===== config.mk =====
export PLATFORM = sky130hd
export DESIGN_NAME = boot_loader_arbiter
export DESIGN_NICKNAME = d
export VERILOG_FILES = /design/src/rtl/comproc_pkg.sv /design/src/rtl/rx_timeout.sv /design/src/rtl/boot_loader_arbiter.sv
export SDC_FILE = /design/constraint.sdc
export NUM_CORES = 1
export LEC_CHECK = 0
export BUFFER_PORTS_ARGS = -buffer_cell sky130_fd_sc_hd__buf_4
export CAP_MARGIN = 20
export CORE_MARGIN = 10
export CORE_UTILIZATION = 55
export DETAILED_ROUTE_END_ITERATION = 10
export PLACE_DENSITY = 0.75
export RECOVER_POWER = 50
export SYNTH_ARGS = -nofsm -noshare
export SYNTH_HDL_FRONTEND = slang
export SYNTH_SLANG_ARGS = --single-unit

===== constraint.sdc =====
create_clock -name clk -period 6.5 [get_ports clk]
set_input_delay 1.3 -clock clk [delete_from_list [all_inputs] [get_ports clk]]
set_output_delay 1.3 -clock clk [all_outputs]
set_load 0.01 [all_outputs]

===== src/rtl/comproc_pkg.sv =====
// Shared types for the boot loader / CPU bus arbiter.
package comproc_pkg;

  typedef enum logic [2:0] {
    LEN_LO,
    LEN_HI,
    DATA_LO,
    DATA_HI,
    WRITE,
    RUN,
    ERR
  } loader_state_t;

  localparam int IMG_LEN_W = 16;

endpackage


===== src/rtl/rx_timeout.sv =====
// Inter-byte idle watchdog: reloads on every kick, pulses expire once the
// enabled countdown reaches zero without a kick.
module rx_timeout #(
  parameter int TIMEOUT = 27000000
) (
  input  logic clk,
  input  logic rst,
  input  logic kick,
  input  logic en,
  output logic expire
);

  localparam int CNT_W = (TIMEOUT > 2) ? $clog2(TIMEOUT) : 1;
  localparam logic [CNT_W-1:0] RELOAD = CNT_W'(TIMEOUT - 1);

  logic [CNT_W-1:0] cnt;

  // Held at the reload value whenever disabled so each armed state starts fresh.
  always_ff @(posedge clk or posedge rst) begin
    if (rst) begin
      cnt <= RELOAD;
    end else if (kick || !en) begin
      cnt <= RELOAD;
    end else if (cnt != '0) begin
      cnt <= cnt - 1'b1;
    end
  end

  assign expire = en && !kick && (cnt == '0);

endmodule


===== src/rtl/boot_loader_arbiter.sv =====
// Loads a length-prefixed UART image into BRAM while holding the CPU in reset,
// then hands the memory bus to the CPU for good.
module boot_loader_arbiter
  import comproc_pkg::*;
#(
  parameter int               ADDR_W    = 16,
  parameter logic [ADDR_W-1:0] BASE_ADDR = '0,
  parameter int               MAX_WORDS = 2048,
  parameter int               TIMEOUT   = 27000000
) (
  input  logic              clk,
  input  logic              rst,
  input  logic [7:0]        rx_data,
  input  logic              rx_valid,
  input  logic [ADDR_W-1:0] cpu_addr,
  input  logic              cpu_wr,
  input  logic              cpu_byt,
  input  logic [15:0]       cpu_wr_data,
  output logic [ADDR_W-1:0] mem_addr,
  output logic              mem_wr,
  output logic              mem_byt,
  output logic [15:0]       mem_wr_data,
  output logic              cpu_rst,
  output logic              load_busy,
  output logic              load_err
);

  loader_state_t state, next_state;

  logic [7:0]           len_lo;
  logic [7:0]           lo_byte;
  logic [IMG_LEN_W-1:0] len;
  logic [IMG_LEN_W-1:0] count;
  logic [ADDR_W-1:0]    load_addr;
  logic [ADDR_W-1:0]    wr_addr;
  logic [15:0]          wr_word;

  logic [IMG_LEN_W-1:0] rx_len;
  logic                 last_word;
  logic                 timer_en;
  logic                 expire;

  assign rx_len    = {rx_data, len_lo};
  assign last_word = (count + IMG_LEN_W'(1)) == len;
  assign timer_en  = (state == LEN_HI) || (state == DATA_LO) || (state == DATA_HI);

  rx_timeout #(.TIMEOUT(TIMEOUT)) u_rx_timeout (
    .clk    (clk),
    .rst    (rst),
    .kick   (rx_valid),
    .en     (timer_en),
    .expire (expire)
  );

  always_comb begin
    next_state = state;
    case (state)
      LEN_LO:  if (rx_valid) next_state = LEN_HI;
      LEN_HI: begin
        if (rx_valid) begin
          if (rx_len == '0)                   next_state = RUN;
          else if (int'(rx_len) > MAX_WORDS)  next_state = ERR;
          else                                next_state = DATA_LO;
        end else if (expire) begin
          next_state = LEN_LO;
        end
      end
      DATA_LO: begin
        if (rx_valid)    next_state = DATA_HI;
        else if (expire) next_state = LEN_LO;
      end
      DATA_HI: begin
        if (rx_valid)    next_state = WRITE;
        else if (expire) next_state = LEN_LO;
      end
      // A byte landing during the write slot is the next word's low byte.
      WRITE: begin
        if (last_word)     next_state = RUN;
        else if (rx_valid) next_state = DATA_HI;
        else               next_state = DATA_LO;
      end
      default: next_state = state;
    endcase
  end

  always_ff @(posedge clk or posedge rst) begin
    if (rst) begin
      state     <= LEN_LO;
      cpu_rst   <= 1'b1;
      load_busy <= 1'b0;
      load_err  <= 1'b0;
      len_lo    <= '0;
      lo_byte   <= '0;
      len       <= '0;
      count     <= '0;
      load_addr <= BASE_ADDR;
      wr_addr   <= BASE_ADDR;
      wr_word   <= '0;
    end else begin
      state     <= next_state;
      cpu_rst   <= (next_state != RUN);
      load_busy <= (next_state == DATA_LO) || (next_state == DATA_HI) || (next_state == WRITE);
      load_err  <= (next_state == ERR);
      case (state)
        LEN_LO:  if (rx_valid) len_lo <= rx_data;
        LEN_HI:  if (rx_valid) len <= rx_len;
        DATA_LO: if (rx_valid) lo_byte <= rx_data;
        DATA_HI: begin
          if (rx_valid) begin
            wr_word <= {rx_data, lo_byte};
            wr_addr <= load_addr;
          end
        end
        WRITE: begin
          load_addr <= load_addr + ADDR_W'(2);
          count     <= count + IMG_LEN_W'(1);
          if (rx_valid) lo_byte <= rx_data;
        end
        default: ;
      endcase
      // An aborted load restarts from the base; written words stay in BRAM.
      if (expire) begin
        load_addr <= BASE_ADDR;
        count     <= '0;
      end
    end
  end

  always_comb begin
    if (state == RUN) begin
      mem_addr    = cpu_addr;
      mem_wr      = cpu_wr;
      mem_byt     = cpu_byt;
      mem_wr_data = cpu_wr_data;
    end else begin
      mem_addr    = wr_addr;
      mem_wr      = (state == WRITE);
      mem_byt     = 1'b0;
      mem_wr_data = wr_word;
    end
  end

endmodule


== Word-level counts from Yosys, hierarchy flattened ==
Index checks and enable logic that the tools add are counted.
W data, S select, Z words.
Word-level totals
  logic and storage cells: 67
  output and inout bits: 37
  memories kept: 0
  input port bits: 45
  latch bits: 0
  flip-flop bits (word level): 127
  memory bits (writable): 0
  ROM bits: 0
Cells by class
  reductions and logical operators: 20
  multiply operators: 0
  eq/ne operators: 11
  add/sub/neg operators: 3
  shifts and indexed selects: 0
  multiplexer cells: 20
  $lt $le $gt $ge: 1
  bitwise logic cells: 0
  divide/modulo/power cells: 0
Operators by type and width (number)
  $mux W16: 6
  $mux W25: 2
  $logic_not A25 Y1: 1
  $reduce_bool A25 Y1: 1
  $sub A25 B1 Y25 const B: 1
  $mux W3: 8
  $add A16 B1 Y16 const B: 1
  $add A16 B2 Y16 const B: 1
  $eq A16 B16 Y1: 1
  $gt A16 B12 Y1 const B: 1
  $logic_not A16 Y1: 1
  $pmux W3 S5: 1
  $eq A3 B2 Y1 const B: 4
  $eq A3 B3 Y1 const B: 4
  $reduce_and A2 Y1: 4
  $logic_or A1 B1 Y1: 5
  $reduce_bool A2 Y1: 2
  $eq A3 B1 Y1 const B: 1
  $logic_not A3 Y1: 1
  $mux W1: 3
  $ne A3 B3 Y1 const B: 1
  $logic_and A1 B1 Y1: 2
  $logic_not A1 Y1: 2
  $reduce_or A2 Y1: 1

== Longest topological paths before layout ==
Gate-level depths: netlist of the first run.
  word-level depth: 11
  gate-level depth with buffers: 9
  mapped depth without buffers: 7

== By module ==
From an unflattened synthesis of the first run, not the netlist that was laid out.
Second synthesis, totals
  cell total of the unflattened synthesis: 624
  area total of the unflattened synthesis: 6708.9 sq um
Modules (own cells, without submodules)
  boot_loader_arbiter: sequential area each 2503.7 sq um, cells each 467, area an instance 5225.0 sq um, instances 1
  rx_timeout: sequential area each 649.4 sq um, cells each 157, area an instance 1483.9 sq um, instances 1

== Worst setup path after synthesis of the first run ==
No wires, ideal clock.
  path type: in2out
  start point: in cpu_wr
  end point: out mem_wr
  stages on the path: 2
  arrival: 1603 ps
  data required time: 5200 ps
  path buffers: 0
  setup slack: 3597 ps
  cells stage by stage: inv_1 o21ai_0
Between the ends
  word-level cells in the longest chain between the ends: 1
Ends and longest elaborated chain
  from (decl): RTL line boot_loader_arbiter.sv:16  | input logic cpu_wr,
  $mux W1: RTL line boot_loader_arbiter.sv:130  | if (state == RUN) begin
  to (decl): RTL line boot_loader_arbiter.sv:20  | output logic mem_wr,
Every way passes these cells.

==> results of run 1 <==
[metrics by stage]
stage                     power (uW)  hold WS [ns]  std cells  utilization  cell area (um2)
after global placement           858         0.471        793        0.627             7220
after detailed placement         861         0.492        793        0.627             7220
after CTS                       1800         0.505        825        0.678             7810
after floorplan                  827         0.444        594            -             6510
after global routing            1840         0.515        825        0.676             7780
final                           1780         0.501        825        0.676             7780
[power by group through the flow]
stage	logic, uW	registers (uW)	clock network [uW]
2_1_floorplan	26.3	801	0
3_3_place_gp	55.9	802	0
3_5_place_dp	57.9	803	0
4_1_cts	58.1	789	952
5_1_grt	62.6	790	991
6_report	55.9	790	939
[routing by layer]
layer  track usage  wire (um)  vias up
li1              -          -     2284
met1         0.223       6370     2427
met2         0.323       7650      145
met3        0.0579        869       31
met4        0.0729        281        0
met5             0          0        -
[registers in the layout (all words and copies together) (netlist names), 3 cells and up]
name              flops
wr_word              16
lo_byte               8
len_lo                8
state                 3
count                16
len                  16
u_rx_timeout.cnt     25
wr_addr              15
load_addr            15
[cells in the mapped netlist (3+ instances only)]
cell type	instances
dfrtp_1	105
mux2_2	92
nor2_1	48
nand2_1	43
xnor2_1	33
xor2_1	31
clkbuf_1	21
dfstp_2	20
o21ai_0	17
nand3_1	16
nor3_1	16
or3_1	16
nor4_1	15
nand4_1	13
a21oi_1	11
inv_1	11
buf_2	8
and3_1	7
and4_1	6
o211ai_1	5
o21ai_1	5
ha_1	4
nand2b_1	4
o2111ai_1	4
nand3b_1	3
o41ai_1	3
[worst min path at each step]
| stage | cells past startpoint | end | slack, ns | start |
|---|---|---|---|---|
| after floorplan | 2 | wr_word[11] | 0.44 | wr_word[11] |
| after global placement | 2 | lo_byte[3] | 0.47 | lo_byte[3] |
| after detailed placement | 1 | wr_addr[11] | 0.49 | wr_addr[11] |
| after CTS | 1 | wr_addr[11] | 0.51 | wr_addr[11] |
| after global routing | 1 | wr_word[9] | 0.52 | wr_word[9] |
| final | 1 | wr_addr[11] | 0.50 | wr_addr[11] |
[cells by family after synthesis]
group                      share of synthesized area
AOI/OAI and AO/OA                             0.0650
xor gates and xnor gates                      0.0896
adders and majority gates                    0.00769
buffers and inverters                         0.0271
DFF                                            0.484
muxes                                          0.159
and+or+nand+nor                                0.167
[cell type report]
type	instances	area, um2
Clock buffer	19	453
Clock inverter	13	141
Fill cell	882	3740
Inverter	11	42.5
Multi-Input combinational cell	427	3180
Sequential cell	125	3150
Tap cell	143	179
Timing Repair Buffer	87	628
==> out/metrics.csv, run 1 <==
metric,value,unit
setup.worst_path.class,input port to async pin,
grt-ovfl-total,0,
dieArea,16600,um2
maxSlewViolCount,108,
worst_path_max_delay_cell,clkinvlp_2,
yosys_warnings,0,
drtIter0Drc,353,
grt_first_pass_wirelength,25300,um
netSwitchingFraction,0.218,
synth_top_cell_area_share,0.404,
yosysSeqAreaShare,0.484,
fp.dieW,129,um
critPathMaxFanout,73,
ios,82,
clk_pin_slew,0.06,ns
remaining_drc_errors,0,
worst_ir_drop_vdd,0.177,mV
synthArstFlopShare,1.00,
avgSynthCellArea,11.0,um2
drive_gt1_frac,0.348,
ys_ff_latch,125,
synth_top_cell_by_area,dfrtp_1,
layout_common_cells,"dfrtp_1, mux2_2, buf_4",
period_minus_slack,4.13,ns
grt_pass1_vias,5099,
p_sw,389,uW
wire_per_inst,18.4,um
power_leakage,0.00348,uW
cts_hold_buf,0,
hold_violations,0,
gp_congestion,0.903,
cp-endpoint,load_addr[4],
critPathArrivalTime,4.44,ns
fmax,242,MHz
worstPathRequired,6.81,ns
ys_top_cells_by_area,"dfrtp_1, mux2_2, dfstp_2",
postCtsSetupBuffers,0,
crit_start,rst,
worstSetupEndpointType,async pin,
wl,15200,um
cp.depth,3,
yosysUniqueCellTypes,55,
syn_inst,594,
reg2reg_from,u_rx_timeout.cnt[15],
ff2ff_path_depth,6,
die_h,129,um
power.internal,1400,uW
start_kind,input port,
start_util,0.565,
synth_flop_cell,dfrtp_1,
worstPathCellList,clkbuf_4 -> clkinvlp_2 -> clkbuf_2,
cpLargestDelayFamily,buffers and inverters,
netlist_area,6510,um2
viasPerCell,5.92,
relSlewSlack,-1.09,
core_region_area,11500,um2
hold_class,flip-flop to flip-flop,
rsz0062_at_grt,no,
root_buffer,clkbuf_16,
cpPeakStageDelay,1.76,ns
worst_pin_slew,3.12,ns
cts_resized,0,
skew,0.00663,ns
violations,"capacitance limit, slew limit",
cts_htree_levels,4,
place_hpwl,10700,um
drv_cap,2,
finalSetupTns,0,ns
status,"complete, but fails checks",
track_usage,0.190,
num_rows,39,
clock_latency,0.42,ns
cts.sinks,125,
setup_ws,2.37,ns
fin_crit_sh,0.635,
grt_max_degree,74,
vias,4887,
pre_cts_ws,3.27,ns
power.share.clock,0.526,
r2r_setup_slack,3.63,ns
finalSetupViolCount,0,
synth_edf_count,0,
cp.buffers_inverters,3,
cts_tree,done,
reg2reg_to,state[1],
p_per_area,229,nW/um2
ant_nets,0,
cts_inserted_buffers,17,
syn_to_final_growth,19.5,%
antenna_cells,0,
nets,718,
dr.pass1.iters,4,
synth.net_count,643,
io_buffers,81,
power_frac_comb,0.031,
final_common_cell,dfrtp_1,
cts.path.max_buffers,2,
antenna_found_initial,0,
seqPwrFrac,0.442,
No activity file was read; power rests on OpenSTA's default activity.
==> inputs of run 2 (changes only) <==
==> constraint.sdc (replaced) <==
create_clock -name clk -period 4.23 [get_ports clk]
set_input_delay 0.846 -clock clk [delete_from_list [all_inputs] [get_ports clk]]
set_output_delay 0.846 -clock clk [all_outputs]
set_load 0.01 [all_outputs]
==> run 2 against run 1 <==
The run still ends with capacitance limit, slew limit left. Count of clock-buffer cells in the layout stayed put. Worst setup slack worse by 1.1 ns. Cell count is 0.24% higher. Sequential power is 53% higher. Utilization is 0.60 points higher. Flip-flop and latch count stayed put. Non-clock buffer count is 2 higher. Clock power is 66% higher. Wire length is 1.0% higher. Combinational power is 55% higher. Design area is 0.88% higher. First-iteration DRC count is 14% lower.
==> out/metrics.csv, run 2 (synthesis gave the netlist of run 1 again) <==
metric,value,unit
largest_register,u_rx_timeout.cnt,
cts.sinks,125,
relSlewSlack,-0.271,
ios,82,
dr.pass1.iters,5,
root_buffer,clkbuf_16,
finalSetupViolCount,0,
cts.path.max_buffers,2,
wl,15300,um
hold_class,input port to async pin,
reg2reg_from,u_rx_timeout.cnt[9],
viasPerCell,5.86,
hold_violations,0,
fin_crit_sh,0.701,
power_leakage,0.00351,uW
place_hpwl,10800,um
start_util,0.565,
critPathArrivalTime,3.46,ns
fill_cells,854,
remaining_drc_errors,0,
postCtsSetupBuffers,0,
cts_tree,done,
violations,"capacitance limit, slew limit",
drive_gt1_frac,0.354,
worstPathCellList,clkbuf_4 -> clkinvlp_2 -> clkbuf_2 -> clkbuf_2,
die_h,129,um
fmax,337,MHz
worstSetupEndpointType,async pin,
fp.dieW,129,um
rsz0062_at_grt,no,
setup.worst_path.class,input port to async pin,
worst_path_max_delay_cell,clkbuf_2,
maxSlewViolCount,111,
critPathMaxFanout,76,
layout_common_cells,"dfrtp_1, mux2_2, buf_4",
gp_congestion,0.911,
final_common_cell,dfrtp_1,
skew,0.00502,ns
drv_cap,2,
r2r_setup_slack,1.32,ns
period_minus_slack,2.96,ns
drtIter0Drc,303,
antenna_cells,0,
syn_to_final_growth,20.6,%
status,"complete, but fails checks",
grt_first_pass_wirelength,25300,um
nets,720,
cts_hold_buf,0,
crit_start,rst,
grt_pass1_vias,4975,
clock_latency,0.42,ns
cpPeakStageDelay,1.38,ns
crit_path_frequent_cell,clkbuf_2,
ant_nets,0,
placed_cell_area,7220,um2
dieArea,16600,um2
grt-ovfl-total,0,
largest_reg_flops,25,
wire_per_inst,18.5,um
num_rows,39,
fin_area,7850,um2
cts_htree_levels,4,
grt_max_degree,89,
reg2reg_to,load_addr[12],
io_buffers,81,
track_usage,0.191,
cts_resized,0,
p_per_area,364,nW/um2
start_kind,input port,
ff2ff_path_depth,6,
clk_pin_slew,0.06,ns
core_region_area,11500,um2
worstPathRequired,4.73,ns
antenna_found_initial,0,
worst_ir_drop_vdd,0.298,mV
vias,4843,
cp-endpoint,u_rx_timeout.cnt[22],
finalSetupTns,0,ns
worst_pin_slew,1.91,ns
cts_inserted_buffers,17,
-- run 2: worst min path at each step --
stage	start	end	cells past startpoint
final	rst	wr_word[3]	2
after global routing	rst	wr_word[4]	2
after CTS	wr_addr[14]	wr_addr[14]	1
after detailed placement	wr_addr[14]	wr_addr[14]	1
after global placement	lo_byte[3]	lo_byte[3]	2
after floorplan	wr_word[11]	wr_word[11]	2
-- run 2: routing by layer --
metal	GRT usage	routed length [um]	vias to the layer above
met1	0.227	6420	2399
met4	0.0803	280	0
met5	0	0	-
li1	-	-	2274
met2	0.322	7890	141
met3	0.0489	735	29
-- run 2: worst max-delay path: cells and delay by family --
family	cells	cell delay [ns]
buffers and inverters	4	2.55
-- run 2: area by class of cell --
cell class / instances / area, um2 / area share
Clock buffer: 19 / 453 / 0.0577
Multi-Input combinational cell: 427 / 3190 / 0.406
Timing Repair Buffer: 89 / 648 / 0.0826
Clock inverter: 13 / 186 / 0.0238
Tap cell: 143 / 179 / 0.0228
Inverter: 11 / 42.5 / 0.00542
Sequential cell: 125 / 3150 / 0.402
-- run 2: power breakdown --
part	leakage [uW]	switching [uW]	internal [uW]
clock network	0.000302	542	1020
logic	0.00170	46.0	40.6
registers	0.00151	7.11	1210
total	0.00351	595	2260
-- run 2: through the flow --
stage / setup WS (ns) / power, uW / util / cells / hold WS [ns]
finish: 1.27 / 2860 / 0.682 / 827 / 0.450
global route: 0.793 / 2940 / 0.682 / 827 / 0.473
CTS: 1.30 / 2880 / 0.683 / 826 / 0.503
detailed placement: 1.26 / 1320 / 0.627 / 794 / 0.488
global placement: 1.40 / 1320 / 0.627 / 794 / 0.466
floorplan: 0.0895 / 1270 / - / 594 / 0.444
==> inputs of run 3 (changes only) <==
--- a/config.mk
+++ b/config.mk
@@ -8,9 +8,9 @@
 export BUFFER_PORTS_ARGS = -buffer_cell sky130_fd_sc_hd__buf_4
 export CAP_MARGIN = 20
 export CORE_MARGIN = 10
-export CORE_UTILIZATION = 55
+export CORE_UTILIZATION = 53
 export DETAILED_ROUTE_END_ITERATION = 10
-export PLACE_DENSITY = 0.75
+export PLACE_DENSITY = 0.76
 export RECOVER_POWER = 50
 export SYNTH_ARGS = -nofsm -noshare
 export SYNTH_HDL_FRONTEND = slang
==> constraint.sdc (replaced) <==
create_clock -name clk -period 2.4 [get_ports clk]
set_input_delay 0.48 -clock clk [delete_from_list [all_inputs] [get_ports clk]]
set_output_delay 0.48 -clock clk [all_outputs]
set_load 0.01 [all_outputs]
==> run 3 against run 2 <==
The flow finishes with violations (setup timing). Die area grew 3.2%. Design area grew 9.3%. Combinational power grew 86%. Clock skew grew 0.0036 ns. Global-route usage grew 1.4 points. Sequential share of layout area shrank 3.4 points. Wire length grew 12%. Cell count grew 9.3%. Sequential power grew 77%.
==> out/metrics.csv, run 3 (synthesis gave the netlist of run 1 again) <==
metric,value,unit
relSlewSlack,0.145,
final_common_cell,buf_4,
worst_ir_drop_vdd,0.479,mV
fmax,395,MHz
drive_gt1_frac,0.435,
largest_reg_flops,25,
power_leakage,0.00389,uW
worst_pin_slew,1.28,ns
cts.sinks,125,
maxSlewViolCount,0,
p_per_area,577,nW/um2
drtIter0Drc,416,
rsz0062_at_grt,yes,
start_kind,flip-flop,
cts_htree_levels,4,
hold_violations,0,
num_rows,40,
largest_register,u_rx_timeout.cnt,
hold_class,input port to async pin,
grt.busiest_layer,met2,
cts_tree,done,
grt_first_pass_wirelength,27600,um
gp_congestion,0.912,
track_usage,0.205,
core_region_area,12000,um2
syn_to_final_growth,31.8,%
period_minus_slack,2.53,ns
clock_latency,0.43,ns
use_met1,0.238,
setup.worst_path.class,flip-flop to flip-flop,
violations,setup timing,
antenna_cells,0,
wl,17100,um
vias,5280,
status,"complete, but fails checks",
grtUsageMet2,0.354,
clk_pin_slew,0.06,ns
critPathArrivalTime,2.88,ns
finalSetupViolCount,13,
place_hpwl,11800,um
nets,793,
met3_usage,0.0508,
antenna_found_initial,0,
finalSetupTns,-0.526,ns
cts_inserted_buffers,17,
dr.pass1.iters,5,
io_buffers,81,
cts.path.max_buffers,2,
grt-ovfl-total,0,
cts_hold_buf,0,
ant_nets,0,
start_util,0.542,
worstSetupEndpointType,flip-flop,
remaining_drc_errors,0,
fill_cells,827,
grt_pass1_vias,5598,
fp.dieW,131,um
viasPerCell,5.84,
dieArea,17100,um2
wire_per_inst,18.9,um
setup_ws,-0.133,ns
die_h,131,um
grt_max_degree,39,
root_buffer,clkbuf_16,
ios,82,
layout_common_cells,"buf_4, dfrtp_1, mux2_2",
pre_cts_ws,-0.163,ns
fin_crit_sh,1.06,
drv_cap,0,
worstPathRequired,2.75,ns
skew,0.00861,ns
critPathMaxFanout,4,
==> run 3: cell count changes in the layout (fill, tap and decap cells not counted), moves of 3 or more <==
cell / previous run / this run
buf_12: 0 / 5
buf_4: 82 / 136
buf_6: 0 / 8
clkbuf_1: 4 / 10
o2111ai_1: 4 / 1
o2111ai_2: 0 / 3
==> run 3: path summary, 6_finish.rpt <==
path | cells past startpoint | endpoint | slack (ns) | start
max in group asynchronous | 3 | u_rx_timeout.cnt[8] | 0.55 | rst
min in group clk | 2 | wr_word[8] | 0.33 | rx_data[0]
worst max register to register | 7 | load_addr[13] | -0.13 | u_rx_timeout.cnt[11]
worst max-delay path | 7 | load_addr[13] | -0.13 | u_rx_timeout.cnt[11]
worst min-delay path | 2 | wr_addr[3] | 0.22 | rst
worst min register to register | 2 | lo_byte[3] | 0.49 | lo_byte[3]
==> run 3: layer usage <==
layer | vias up | routed length [um] | share of wire
met4 | 0 | 346 | 0.020
li1 | 2422 | - | -
met1 | 2681 | 7010 | 0.41
met5 | - | 0 | 0
met2 | 141 | 8910 | 0.52
met3 | 36 | 856 | 0.050
==> run 3: report_power, final <==
group          switching, uW  total, uW  internal, uW
clock network            939       2650          1710
registers               13.6       2140          2130
logic                   86.1        161          74.9
total                   1040       4950          3910
==> run 3: metrics by stage <==
stage                      util  area [um2]  cells  power (uW)  hold slack (ns)
after floorplan               -        6520    594        2240            0.444
after global placement    0.645        7740    857        2340            0.464
after detailed placement  0.645        7740    857        2350            0.477
after CTS                 0.702        8430    891        4990            0.121
after global routing      0.714        8580    904        5100            0.283
final                     0.714        8580    904        4950            0.220
==> run 3: timing repair <==
action	in CTS	in global routing
resized for setup	13	15
endpoints found under the setup margin	19	64
setup buffers	2	9
gates cloned	0	4
pin swaps	13	6
==> run 3: cell type report <==
type / instances / area [um2] / area share
Clock buffer: 22 / 474 / 0.0553
Tap cell: 147 / 184 / 0.0214
Sequential cell: 125 / 3160 / 0.368
Timing Repair Buffer: 162 / 1310 / 0.153
Inverter: 11 / 42.5 / 0.00496
Multi-Input combinational cell: 427 / 3280 / 0.382
Clock inverter: 10 / 138 / 0.0160
==> run 3: critical path: stages (launching register included) <==
cell       delay, ns
dfstp_2         0.37
or4_4           0.54
or4b_4          0.54
nor4b_4         0.37
buf_4           0.20
o2111ai_1       0.13
xor2_1          0.19
nor2_1          0.12
